File: config.mk
export PLATFORM = sky130hd
export DESIGN_NAME = fetch_pc_unit
export DESIGN_NICKNAME = d
export VERILOG_FILES = /design/src/rtl/fetch_pc_unit.sv
export SDC_FILE = /design/constraint.sdc
export NUM_CORES = 1
export LEC_CHECK = 0
export CAP_MARGIN = 20
export CORE_UTILIZATION = 53
export CTS_BUF_LIST = sky130_fd_sc_hd__clkbuf_4 sky130_fd_sc_hd__clkbuf_8
export DETAILED_ROUTE_END_ITERATION = 10
export PLACE_DENSITY_LB_ADDON = 0.25
export REMOVE_ABC_BUFFERS = 1
export SLEW_MARGIN = 20
export SYNTH_ARGS = -nofsm -noshare
export SYNTH_HDL_FRONTEND = slang
export SYNTH_SLANG_ARGS = --single-unit
File: constraint.sdc
create_clock -name clk -period 5.6 [get_ports clk]
set_input_delay 1.4 -clock clk [delete_from_list [all_inputs] [get_ports clk]]
set_output_delay 1.4 -clock clk [all_outputs]
set_load 0.01 [all_outputs]
File: src/rtl/fetch_pc_unit.sv
// fetch_pc_unit: program counter and single-outstanding instruction fetch
// front end. Holds one fetched instruction for decode and retargets on
// control-flow redirects, draining any in-flight response made stale.
// Optional feature macro: FETCH_MISALIGN_CHK_EN (forces redirect targets to
// word alignment and raises a sticky misalign_err).
module fetch_pc_unit #(
  parameter int               WIDTH     = 32,
  parameter logic [WIDTH-1:0] RESET_VEC = WIDTH'(32'h0000_0060),
  parameter int               STEP      = 4
) (
  input  logic             clk,
  input  logic             rst,
  output logic             imem_read,
  output logic [WIDTH-1:0] imem_address,
  input  logic             imem_resp,
  input  logic [WIDTH-1:0] imem_rdata,
  output logic             if_valid,
  output logic [WIDTH-1:0] if_pc,
  output logic [WIDTH-1:0] if_instr,
  input  logic             if_ready,
  input  logic             redirect_valid,
  input  logic [WIDTH-1:0] redirect_target,
  input  logic             redirect_jalr,
  output logic             misalign_err
);

  typedef enum logic [1:0] {S_IDLE, S_FETCH, S_HOLD, S_DROP} state_t;

  state_t           state_q,    state_d;
  logic [WIDTH-1:0] pc_q,       pc_d;
  logic [WIDTH-1:0] req_addr_q, req_addr_d;
  logic             if_valid_q, if_valid_d;
  logic [WIDTH-1:0] if_pc_q,    if_pc_d;
  logic [WIDTH-1:0] if_instr_q, if_instr_d;
  logic             misalign_q, misalign_d;

  // JALR masking first, then optional word alignment of the new PC.
  function automatic logic [WIDTH-1:0] redirect_pc(input logic [WIDTH-1:0] tgt,
                                                   input logic             jalr);
    logic [WIDTH-1:0] t;
    t = tgt;
    if (jalr) t[0] = 1'b0;
`ifdef FETCH_MISALIGN_CHK_EN
    t[1:0] = 2'b00;
`endif
    return t;
  endfunction

  // A target is misaligned if its low two bits are nonzero after the JALR mask.
  function automatic logic redirect_misaligned(input logic [WIDTH-1:0] tgt,
                                               input logic             jalr);
    logic [1:0] lo;
    lo = tgt[1:0];
    if (jalr) lo[0] = 1'b0;
    return |lo;
  endfunction

  // State and datapath registers; everything returns to its reset value.
  always_ff @(posedge clk) begin
    if (rst) begin
      state_q    <= S_IDLE;
      pc_q       <= RESET_VEC;
      req_addr_q <= RESET_VEC;
      if_valid_q <= 1'b0;
      if_pc_q    <= '0;
      if_instr_q <= '0;
      misalign_q <= 1'b0;
    end else begin
      state_q    <= state_d;
      pc_q       <= pc_d;
      req_addr_q <= req_addr_d;
      if_valid_q <= if_valid_d;
      if_pc_q    <= if_pc_d;
      if_instr_q <= if_instr_d;
      misalign_q <= misalign_d;
    end
  end

  // Next-state, memory request outputs and redirect override.
  always_comb begin
    state_d      = state_q;
    pc_d         = pc_q;
    req_addr_d   = req_addr_q;
    if_valid_d   = if_valid_q;
    if_pc_d      = if_pc_q;
    if_instr_d   = if_instr_q;
    misalign_d   = misalign_q;
    imem_read    = 1'b0;
    imem_address = pc_q;

    case (state_q)
      S_IDLE: begin
        state_d = S_FETCH;
      end
      S_FETCH: begin
        imem_read    = 1'b1;
        imem_address = pc_q;
        req_addr_d   = pc_q;
        if (imem_resp) begin
          if_instr_d = imem_rdata;
          if_pc_d    = pc_q;
          if_valid_d = 1'b1;
          pc_d       = pc_q + WIDTH'(STEP);
          state_d    = S_HOLD;
        end
      end
      S_HOLD: begin
        if (if_ready) begin
          if_valid_d = 1'b0;
          state_d    = S_FETCH;
        end
      end
      S_DROP: begin
        // The stale request must complete before a new one may issue.
        imem_read    = 1'b1;
        imem_address = req_addr_q;
        if (imem_resp) state_d = S_FETCH;
      end
      default: state_d = S_IDLE;
    endcase

    if (redirect_valid) begin
      pc_d       = redirect_pc(redirect_target, redirect_jalr);
      if_valid_d = 1'b0;
      if_pc_d    = if_pc_q;
      if_instr_d = if_instr_q;
      if ((state_q == S_FETCH) || (state_q == S_DROP))
        state_d = imem_resp ? S_FETCH : S_DROP;
      else
        state_d = S_FETCH;
`ifdef FETCH_MISALIGN_CHK_EN
      if (redirect_misaligned(redirect_target, redirect_jalr)) misalign_d = 1'b1;
`else
      misalign_d = misalign_q & ~redirect_misaligned(redirect_target, redirect_jalr);
`endif
    end
  end

  assign if_valid = if_valid_q;
  assign if_pc    = if_pc_q;
  assign if_instr = if_instr_q;
`ifdef FETCH_MISALIGN_CHK_EN
  assign misalign_err = misalign_q;
`else
  assign misalign_err = 1'b0;
`endif

endmodule
==> results.txt <==
crit path kind -> flop to output port
Arr. time, crit path -> 2660 ps
Setup crit end kind -> output port
largest cells by area after synthesis -> dfxtp_1 (46%), nand2_1 (14%), a21oi_1 (8.9%), mux2_2 (6.3%), clkbuf_1 (3.1%)
row count -> 37
Max Fclk -> 246 MHz
H-Tree Depth -> 4
Synthesis Warnings -> 0
clock sinks -> 131
num ports -> 169
Storage cell area -> 0.00262 mm²
Synth async-reset ratio -> 0%
Final setup viols -> 0
slowest stage cell on the critical path -> dfxtp_1
Slowest Stage Delay on Critical Path -> 570 ps
post-synth top area share -> 45.9%
Sum Neg Setup Slack -> 0 ps
Tot Pwr -> 2.21 mW
Crit path depth -> 4
Crit path required time -> 4200 ps
dpl cells -> 964
Total Wirelength -> 15.0 mm
vias in the first global route -> 5066
most numerous cell in the Yosys netlist -> nand2_1
sequential cell area fraction in the yosys report -> 45.9%
share of cells above drive strength 1 -> 9.88%
outcome -> complete, no violations
Mapped Cells -> 718
Netlist cell types -> 48
Rel. slew slack -> 31.7%
DRC viols -> 0
clk buf depth -> 2
Hold Buf Count CTS -> 0
Layout area overhead -> 37.0%
#FFs+latches synth -> 131
routed via count -> 5468
CP delay by family, top -> buffers and inverters
worst hold margin -> 454 ps
Core ar. -> 0.0104 mm²
ant diodes -> 0
initial core utilization -> 55.1%
# port buffers -> 167
Worst R2R Path Depth -> 5
gpl congestion -> 0.845
antenna viol nets, final -> 0
Fin. Hold Viols -> 0
drt wl/cell -> 15.1 µm
Maximum Capacitance Violations -> 0
Tightest Pin Transition -> 1020 ps
die width -> 106 µm
number of synthesized flops with an enable pin -> 0
initial detailed-routing violation count -> 430
CP Launch Type -> flop
first-pass GRT wire length -> 24.1 mm
DR pass1 iterations -> 5
Worst Hold Path Cells -> 2
Tcrit/Tclk final -> 72.6%
Finished Cell Area -> 0.00782 mm²
Final nets -> 918
most used flip-flop cell after synthesis -> dfxtp_1
worst path bufs/invs -> 2
worst-skew pair later-pin latency -> 420 ps
unrepaired setup endpoints after global routing -> false
GRT Residual Overflow -> 0
initial antenna violation count -> 0
Placed Area -> 0.00735 mm²
Overall Global Routing Usage -> 26.8%
Worst-path clk slew -> 70 ps
root buffer cell -> clkbuf_8
post-synth top area cell -> dfxtp_1
postcts setup bufs -> 0
PwrDens -> 282 mW/mm²
CTS Buf Count -> 17
Mapped Area -> 0.00571 mm²
min Tclk post-route -> 4060 ps
die height -> 106 µm
Commonest cells post-synth -> nand2_1 (210), dfxtp_1 (131), a21oi_1 (102)
largest net degree at the start of global routing -> 73
hold crit path type -> flop to flop
crit-path cells -> nand2_1 -> buf_4 -> mux2_2 -> clkdlybuf4s50_1
Multi-input gate area -> 0.00279 mm²
Cell Count, Final, Fillers Out -> 996
Post-CTS Resized -> 0
clk_skew -> 12.0 ps
fin. max-slew vios -> 0
Pleak -> 2.69 nW
Max VDD drop -> 0.000217 V
HPWL after DPL -> 9.80 mm
synthesized area per cell -> 7.95 µm²
TritonCTS clock tree -> yes
CP Max Fanout -> 21
die area -> 0.0112 mm²
Via-to-Cell Ratio -> 5.49
Fill cells -> 771
-- metrics by stage --
| step | setup slack, ps | util, % |
|---|---|---|
| after floorplan | 1510 | - |
| after global placement | 1850 | 70.9 |
| after detailed placement | 1760 | 70.9 |
| after CTS | 1510 | 75.4 |
| after global routing | 1310 | 75.4 |
| final | 1540 | 75.4 |
-- worst reg2reg max path, stage by stage, from the launching register on --
cell and delay, ps:
dfxtp_1 570, nor2b_2 260, nand3_2 720, buf_4 530
nand2_1 100, a21oi_1 60
-- state kept, by name, indices dropped and copies added (netlist names) --
name	flops
state_q	2
if_valid	1
if_pc	32
req_addr_q	32
if_instr	32
pc_q	32
-- cell type report --
cell class	count	area share (%)
Inverter	10	0.480
Multi-Input combinational cell	512	35.7
Tap cell	136	2.17
Timing Repair Buffer	175	22.1
Sequential cell	131	33.5
Clock buffer	20	3.44
Clock inverter	12	2.59
-- final timing paths --
check	start	to	slack (ps)
hold / removal	req_addr_q[15]	req_addr_q[15]	450
hold reg to reg	req_addr_q[15]	req_addr_q[15]	450
setup / recovery	state_q[0]	imem_address[13]	1540
setup reg to reg	state_q[0]	if_instr[17]	3200
-- cells by family after synthesis --
kind of cell	count (synthesis)	share of synthesized area [%]
XOR/XNOR	6	0.920
multiplexers	33	6.49
AND/OR/NAND/NOR	311	24.3
adder cells (fa/ha/maj)	1	0.219
AO/OA/AOI/OAI	160	16.6
other	1	0.0657
flip-flops	131	45.9
buffers and inverters	75	5.43
-- per-layer routing --
layer  share of wire, %  global-route usage (%)
met5                  0                       0
met4                1.3                    7.44
met3                6.1                    6.49
met2                 48                    44.8
met1                 45                    34.4
-- placed cells by master (no fill, tap or decap), types with 10 or more instances in the layout --
cell type,synthesis,layout
nand2_1,210,210
clkdlybuf4s50_1,0,166
dfxtp_1,131,131
a21oi_1,102,102
mux2_2,32,32
nor2_1,32,31
clkbuf_8,0,19
a311oi_1,16,16
or4_1,14,14
o31ai_1,12,12
o21ai_0,11,11
nor3_1,10,10
-- power breakdown --
| part | total [mW] | switching [mW] | internal [mW] |
|---|---|---|---|
| clock network | 0.926 | 0.364 | 0.561 |
| logic | 0.268 | 0.125 | 0.143 |
| registers | 1.01 | 0.0431 | 0.970 |
Power figures use the tool's default switching activity.
